===== config.mk =====
export PLATFORM = sky130hd
export DESIGN_NAME = instr_controller
export DESIGN_NICKNAME = d
export VERILOG_FILES = /design/src/rtl/instr_controller_pkg.sv /design/src/rtl/instr_controller_cond_eval.sv /design/src/rtl/instr_controller.sv
export SDC_FILE = /design/constraint.sdc
export NUM_CORES = 1
export LEC_CHECK = 0
export ABC_AREA = 1
export CAP_MARGIN = 10
export CORE_MARGIN = 2
export CORE_UTILIZATION = 42
export CTS_CLUSTER_DIAMETER = 80
export CTS_CLUSTER_SIZE = 10
export DETAILED_ROUTE_END_ITERATION = 8
export GPL_ROUTABILITY_DRIVEN = 0
export PLACE_DENSITY = 0.84
export SLEW_MARGIN = 20
export SYNTH_ARGS = -nofsm -noshare
export SYNTH_HDL_FRONTEND = slang
export SYNTH_SLANG_ARGS = --single-unit

===== constraint.sdc =====
create_clock -name clk -period 2.3 [get_ports clk]
set_input_delay 0.46 -clock clk [delete_from_list [all_inputs] [get_ports clk]]
set_output_delay 0.46 -clock clk [all_outputs]
set_load 0.01 [all_outputs]

===== src/rtl/instr_controller_pkg.sv =====
// Shared encodings for the multi-cycle instruction controller: FSM states,
// opcode/ext fields, condition codes, PSR flag positions and mux selects.
package instr_controller_pkg;

  typedef enum logic [2:0] {
    S_FETCH  = 3'd0,
    S_DECODE = 3'd1,
    S_EXEC   = 3'd2,
    S_MEM_RD = 3'd3,
    S_MEM_WB = 3'd4,
    S_MEM_WR = 3'd5,
    S_BRANCH = 3'd6
  } state_t;

  // Primary opcodes, instr[15:12]
  localparam logic [3:0] OP_RTYPE   = 4'b0000;
  localparam logic [3:0] OP_ANDI    = 4'b0001;
  localparam logic [3:0] OP_ORI     = 4'b0010;
  localparam logic [3:0] OP_XORI    = 4'b0011;
  localparam logic [3:0] OP_SPECIAL = 4'b0100;
  localparam logic [3:0] OP_ADDI    = 4'b0101;
  localparam logic [3:0] OP_SUBI    = 4'b1001;
  localparam logic [3:0] OP_CMPI    = 4'b1011;
  localparam logic [3:0] OP_BCOND   = 4'b1100;
  localparam logic [3:0] OP_MOVI    = 4'b1101;

  // Extended codes under OP_SPECIAL, instr[7:4]
  localparam logic [3:0] EXT_LOAD  = 4'b0000;
  localparam logic [3:0] EXT_STOR  = 4'b0100;
  localparam logic [3:0] EXT_JAL   = 4'b1000;
  localparam logic [3:0] EXT_JCOND = 4'b1100;

  // ALU function codes (ext for R-type, op for immediates)
  localparam logic [3:0] ALU_ADD = 4'b0101;
  localparam logic [3:0] ALU_SUB = 4'b1001;
  localparam logic [3:0] ALU_CMP = 4'b1011;

  // Condition codes, instr[11:8]
  localparam logic [3:0] COND_EQ = 4'd0;
  localparam logic [3:0] COND_NE = 4'd1;
  localparam logic [3:0] COND_CS = 4'd2;
  localparam logic [3:0] COND_CC = 4'd3;
  localparam logic [3:0] COND_LS = 4'd4;
  localparam logic [3:0] COND_LC = 4'd5;
  localparam logic [3:0] COND_NS = 4'd6;
  localparam logic [3:0] COND_NC = 4'd7;
  localparam logic [3:0] COND_FS = 4'd8;
  localparam logic [3:0] COND_FC = 4'd9;
  localparam logic [3:0] COND_GT = 4'd10;
  localparam logic [3:0] COND_LE = 4'd11;
  localparam logic [3:0] COND_HI = 4'd12;
  localparam logic [3:0] COND_LT = 4'd13;
  localparam logic [3:0] COND_UC = 4'd14;
  localparam logic [3:0] COND_NV = 4'd15;

  localparam int unsigned FLAG_C = 0;
  localparam int unsigned FLAG_L = 2;
  localparam int unsigned FLAG_F = 5;
  localparam int unsigned FLAG_Z = 6;
  localparam int unsigned FLAG_N = 7;

  localparam logic [1:0] WB_ALU = 2'b00;
  localparam logic [1:0] WB_MEM = 2'b01;
  localparam logic [1:0] WB_PC1 = 2'b10;

  localparam logic [1:0] PC_INC  = 2'b00;
  localparam logic [1:0] PC_DISP = 2'b01;
  localparam logic [1:0] PC_REG  = 2'b10;

  typedef struct packed {
    logic       instr_en;
    logic       pc_en;
    logic       cmp_f_en;
    logic       of_f_en;
    logic       z_f_en;
    logic       reg_wr_en;
    logic       mem_wr_en;
    logic       addr_sel;
    logic [1:0] wb_sel;
    logic [1:0] pc_src;
  } ctrl_t;

  function automatic logic is_alu_op(input logic [3:0] op);
    return op inside {OP_RTYPE, OP_ANDI, OP_ORI, OP_XORI,
                      OP_ADDI, OP_SUBI, OP_CMPI, OP_MOVI};
  endfunction

  // Final-state class of an instruction; unknown encodings run as NOP in S_EXEC.
  function automatic state_t dispatch_state(input logic [3:0] op, input logic [3:0] ext);
    state_t s;
    s = S_EXEC;
    if (op == OP_BCOND) begin
      s = S_BRANCH;
    end else if (op == OP_SPECIAL) begin
      case (ext)
        EXT_LOAD:           s = S_MEM_RD;
        EXT_STOR:           s = S_MEM_WR;
        EXT_JAL, EXT_JCOND: s = S_BRANCH;
        default:            s = S_EXEC;
      endcase
    end
    return s;
  endfunction

endpackage


===== src/rtl/instr_controller_cond_eval.sv =====
// Branch/jump condition evaluator: condition code plus PSR flags -> taken.
module cond_eval
  import instr_controller_pkg::*;
(
  input  logic [3:0]  cond,
  input  logic [15:0] psr,
  output logic        taken
);

  logic c, l, f, z, n;
  logic unused_psr;

  assign c = psr[FLAG_C];
  assign l = psr[FLAG_L];
  assign f = psr[FLAG_F];
  assign z = psr[FLAG_Z];
  assign n = psr[FLAG_N];
  assign unused_psr = ^{psr[15:8], psr[4:3], psr[1]};

  always_comb begin
    taken = 1'b0;
    case (cond)
      COND_EQ: taken = z;
      COND_NE: taken = !z;
      COND_CS: taken = c;
      COND_CC: taken = !c;
      COND_LS: taken = l;
      COND_LC: taken = !l;
      COND_NS: taken = n;
      COND_NC: taken = !n;
      COND_FS: taken = f;
      COND_FC: taken = !f;
      COND_GT: taken = !l && !z;
      COND_LE: taken = l || z;
      COND_HI: taken = !n && !z;
      COND_LT: taken = n || z;
      COND_UC: taken = 1'b1;
      COND_NV: taken = 1'b0;
      default: taken = 1'b0;
    endcase
  end

endmodule


===== src/rtl/instr_controller.sv =====
// Multi-cycle instruction controller: fetch, two-cycle decode, then one or two
// class-specific states; outputs are registered alongside the state.
module instr_controller
  import instr_controller_pkg::*;
(
  input  logic        clk,
  input  logic        reset,
  input  logic [15:0] instr,
  input  logic [15:0] psr,
  output logic        instr_en,
  output logic        pc_en,
  output logic        cmp_f_en,
  output logic        of_f_en,
  output logic        z_f_en,
  output logic        reg_wr_en,
  output logic        mem_wr_en,
  output logic        addr_sel,
  output logic [1:0]  wb_sel,
  output logic [1:0]  pc_src,
  output logic [2:0]  state
);

  state_t     state_q, state_d;
  logic       dec_phase_q, dec_phase_d;
  ctrl_t      ctrl_q, ctrl_d;
  logic       taken;
  logic [3:0] op, ext;
  logic       unused_rsrc;

  assign op          = instr[15:12];
  assign ext         = instr[7:4];
  assign unused_rsrc = ^instr[3:0];

  cond_eval u_cond_eval (
    .cond  (instr[11:8]),
    .psr   (psr),
    .taken (taken)
  );

  function automatic ctrl_t ctrl_for(input state_t s, input logic [3:0] op_f,
                                     input logic [3:0] ext_f, input logic tk);
    ctrl_t      c;
    logic [3:0] code;
    c    = '0;
    code = (op_f == OP_RTYPE) ? ext_f : op_f;
    case (s)
      S_DECODE: c.instr_en = 1'b1;
      S_EXEC: begin
        c.pc_en  = 1'b1;
        c.pc_src = PC_INC;
        if (is_alu_op(op_f)) begin
          c.reg_wr_en = (code != ALU_CMP);
          c.wb_sel    = WB_ALU;
          c.of_f_en   = (code == ALU_ADD) || (code == ALU_SUB);
          c.cmp_f_en  = (code == ALU_CMP);
          c.z_f_en    = (code == ALU_CMP);
        end
      end
      S_MEM_RD: c.addr_sel = 1'b1;
      S_MEM_WB: begin
        c.reg_wr_en = 1'b1;
        c.wb_sel    = WB_MEM;
        c.pc_en     = 1'b1;
        c.pc_src    = PC_INC;
      end
      S_MEM_WR: begin
        c.addr_sel  = 1'b1;
        c.mem_wr_en = 1'b1;
        c.pc_en     = 1'b1;
        c.pc_src    = PC_INC;
      end
      S_BRANCH: begin
        c.pc_en = 1'b1;
        if (op_f == OP_SPECIAL && ext_f == EXT_JAL) begin
          c.pc_src    = PC_REG;
          c.reg_wr_en = 1'b1;
          c.wb_sel    = WB_PC1;
        end else if (op_f == OP_BCOND) begin
          c.pc_src = tk ? PC_DISP : PC_INC;
        end else begin
          c.pc_src = tk ? PC_REG : PC_INC;
        end
      end
      default: c = '0;
    endcase
    return c;
  endfunction

  // Outputs for the upcoming state are computed here and registered with it;
  // instr and psr are stable from the second decode cycle to the final state.
  always_comb begin
    state_d     = state_q;
    dec_phase_d = 1'b0;
    case (state_q)
      S_FETCH:  state_d = S_DECODE;
      S_DECODE: begin
        if (!dec_phase_q) dec_phase_d = 1'b1;
        else              state_d     = dispatch_state(op, ext);
      end
      S_MEM_RD: state_d = S_MEM_WB;
      default:  state_d = S_FETCH;
    endcase
    ctrl_d = ctrl_for(state_d, op, ext, taken);
    if (dec_phase_d) ctrl_d.instr_en = 1'b0;
  end

  always_ff @(posedge clk or posedge reset) begin
    if (reset) begin
      state_q     <= S_FETCH;
      dec_phase_q <= 1'b0;
      ctrl_q      <= '0;
    end else begin
      state_q     <= state_d;
      dec_phase_q <= dec_phase_d;
      ctrl_q      <= ctrl_d;
    end
  end

  assign instr_en  = ctrl_q.instr_en;
  assign pc_en     = ctrl_q.pc_en;
  assign cmp_f_en  = ctrl_q.cmp_f_en;
  assign of_f_en   = ctrl_q.of_f_en;
  assign z_f_en    = ctrl_q.z_f_en;
  assign reg_wr_en = ctrl_q.reg_wr_en;
  assign mem_wr_en = ctrl_q.mem_wr_en;
  assign addr_sel  = ctrl_q.addr_sel;
  assign wb_sel    = ctrl_q.wb_sel;
  assign pc_src    = ctrl_q.pc_src;
  assign state     = state_q;

endmodule

==> summary.md <==
| Metric | Value |
|---|---|
| Run status | finished, final reports clean |
| Largest net degree at the start of global routing | 16 |
| Max-cap violations | 0 |
| GR Layer Usage met3 | 2.01% |
| Setup CP Type | flop to primary output |
| Crit Reg-Reg Startpoint | state[2] |
| Io pins | 49 |
| Final core area utilization | 61.6% |
| Reg power frac | 40.1% |
| Clk slew on worst S/H paths | 90 ps |
| Gate power share | 44.6% |
| Met2 Usage GRT | 34.8% |
| Netlist Area Pre-Place | 951 um2 |
| Clock tree sinks | 15 |
| DP HPWL | 1.69 mm |
| First-pass GRT wire length | 3.20 mm |
| FF+latch count, synth | 15 |
| Grt ovf | 0 |
| R2R cell count | 5 |
| Routed Antenna Nets | 0 |
| Setup TNS Final | 0 ps |
| H-tree Lvls | 1 |
| Synth top area share | 39.5% |
| Worst Path Arrival | 1340 ps |
| DIE WIDTH | 51.6 um |
| Fin crit share | 78.2% |
| Initial Util | 43.8% |
| Via density | 4.92 |
| Skew final | 10.1 ps |
| Root buffer cell | clkbuf_4 |
| Max VDD drop | 476 uV |
| Endpoint class of the critical path | primary output |
| Hold Path Origin | state[0] |
| Hold buffer count at CTS | 0 |
| Internal reg-to-reg setup slack | 980 ps |
| Largest delay contributor family on the critical path | buffers and inverters |
| Vias in the first global route | 881 |
| Pleak | 0.694 nW |
| Clock share of power | 15.3% |
| Min cycle time layout | 1800 ps |
| Synth area leaders | dfrtp_1 (39%), nand2_1 (14%), inv_1 (9.5%) |
| Post-layout net count | 207 |
| PwrDens | 692 nW/um2 |
| Maximum operating frequency | 556 MHz |
| Final wirelength | 1.92 mm |
| Area Overhead vs Synth | 40.5% |
| Syn Area/Cell | 6.99 um2 |
| Setup violations, final | 0 |
| Clock tree buffer depth | 2 |
| All-Layer GR Usage | 15.7% |
| Pre-antenna DRT Iters | 4 |
| Crit path max-delay cell type | clkdlybuf4s50_1 |
| DIE AREA | 2660 um2 |
| Psw | 0.342 mW |
| # rows | 17 |
| Core footprint | 2170 um2 |
| Routed wire per std cell | 9.61 um |
| Worst hold path type | flop to flop |
| Ant diodes | 0 |
| Yosys cell types | 23 |
| Initial DRC count | 19 |
| Die Height | 51.6 um |
| CTS Buf Count | 3 |
| Grt peak-use layer | met2 |
| Slowest Stage Delay on Critical Path | 590 ps |
| Port Buffer Count | 33 |
| Worst-Margin Slew | 521 ps |
| Net Sw Frac | 37.0% |
| Post-Synthesis Cells | 136 |
| Postcts setup bufs | 0 |
| Slew headroom | 65.2% |
| Yosys warning count | 0 |
| DRC | 0 |
| Met1 usage in global routing | 13.6% |
| Crit-path cells | clkdlybuf4s50_1 |
| Required @ worst endpoint | 1840 ps |
| Final Hold Viols | 0 |
| Max FO, Critical Path | 6 |
| Hold path cells | 1 |
| TritonCTS clock tree | built |
| Internal | 0.583 mW |
| RR Endpoint | pc_src[0] |
| Unrepaired setup endpoints after global routing | false |
| Synth Net Count | 170 |
| Initial antenna violation count | 0 |
| Post-synthesis sequential area ratio | 39.5% |
| Fin. max-slew vios | 0 |
| Vias | 983 |
| Resized Gates After CTS | 0 |
| Share of cells above drive strength 1 | 12.2% |
| Synth area leader | dfrtp_1 |
| Hold endpoint | instr_en |
| Worst-Skew Late Latency | 280 ps |
| Crit start category | flop |
| Worst Path Buf+Inv | 1 |
## flip-flops by register name (all words and copies together), names as in the netlist
| name | cells |
|---|---|
| cmp_f_en | 1 |
| state | 3 |
| wb_sel | 2 |
| instr_en | 1 |
| reg_wr_en | 1 |
| of_f_en | 1 |
| mem_wr_en | 1 |
| addr_sel | 1 |
| pc_src | 2 |
| pc_en | 1 |
| dec_phase_q | 1 |
## layer usage
layer	vias up	routed length, um	share of wire (%)
met5	-	0	0
met4	0	38	2.0
met3	4	125	6.5
met2	35	1040	54
met1	447	720	37
li1	497	-	-
## how the worst max path moves through the flow
| stage | slack, ps | to | depth (start not counted) | start |
|---|---|---|---|---|
| after detailed placement | 370 | reg_wr_en | 9 | instr[14] |
| final | 500 | state[1] | 1 | state[1] |
| after global placement | 430 | reg_wr_en | 9 | instr[14] |
| after floorplan | 1000 | reg_wr_en | 10 | instr[4] |
| after global routing | 450 | state[2] | 1 | state[2] |
| after CTS | 490 | state[2] | 1 | state[2] |
## kinds of logic (layout without fill, tap and decap cells)
group / count (synthesis) / after routing / share of synthesized area, %
and+or+nand+nor: 84 / 84 / 43.9
buffers and inverters: 28 / 64 / 11.4
DFF: 15 / 15 / 39.5
AOI/OAI and AO/OA: 9 / 9 / 5.13
## cells in the mapped netlist (all sizes together)
library cell  count
inv              27
nor4              1
or2               2
dfrtp            15
o21bai            1
o21ai             5
o22ai             1
nor2             19
nand3            13
nor3              7
a21oi             2
nand2            41
buf               1
nand4             1
## metrics by stage
| stage | power (mW) | instance area [um2] | instances | worst slack [ps] | hold WS, ps |
|---|---|---|---|---|---|
| finish | 0.925 | 1340 | 200 | 501 | 499 |
| global route | 0.990 | 1340 | 200 | 447 | 535 |
| global placement | 0.772 | 1310 | 196 | 428 | 472 |
| floorplan | 0.599 | 951 | 136 | 1000 | 361 |
| CTS | 0.928 | 1340 | 200 | 494 | 498 |
| detailed placement | 0.789 | 1310 | 196 | 371 | 481 |
## cell type report
cell class                 count  area [um2]
clock buffer                   3        22.5
timing repair buffer          33         330
inverter                      27         101
clock inverter                 1        5.00
sequential                    15         375
tap                           28        35.0
fill                         205         833
multi-input combinational     93         467
## power groups by stage
stage	Sequential (mW)	Combinational (mW)	Clock [mW]
after floorplan	0.394	0.205	0
after global placement	0.373	0.400	0
after detailed placement	0.375	0.414	0
after CTS	0.371	0.413	0.144
after global routing	0.379	0.453	0.159
final	0.371	0.412	0.141
## worst register-to-register path, stage by stage, from the launching register on
cell	delay (ps)
dfrtp_1	470
nor2_1	250
nand3_4	130
nor3_2	220
nand2_1	70
nor2_1	110
## layout by cell type, fill, tap and decap left out, drive strengths merged
master         instances
nand3                 13
clkinv                 1
o22ai                  1
o21ai                  5
or2                    2
nor2                  19
a21oi                  2
nand4                  1
nor3                   7
nand2                 41
nor4                   1
inv                   27
o21bai                 1
clkbuf                 3
clkdlybuf4s50         33
dfrtp                 15
(Power assumes the default switching activity.)
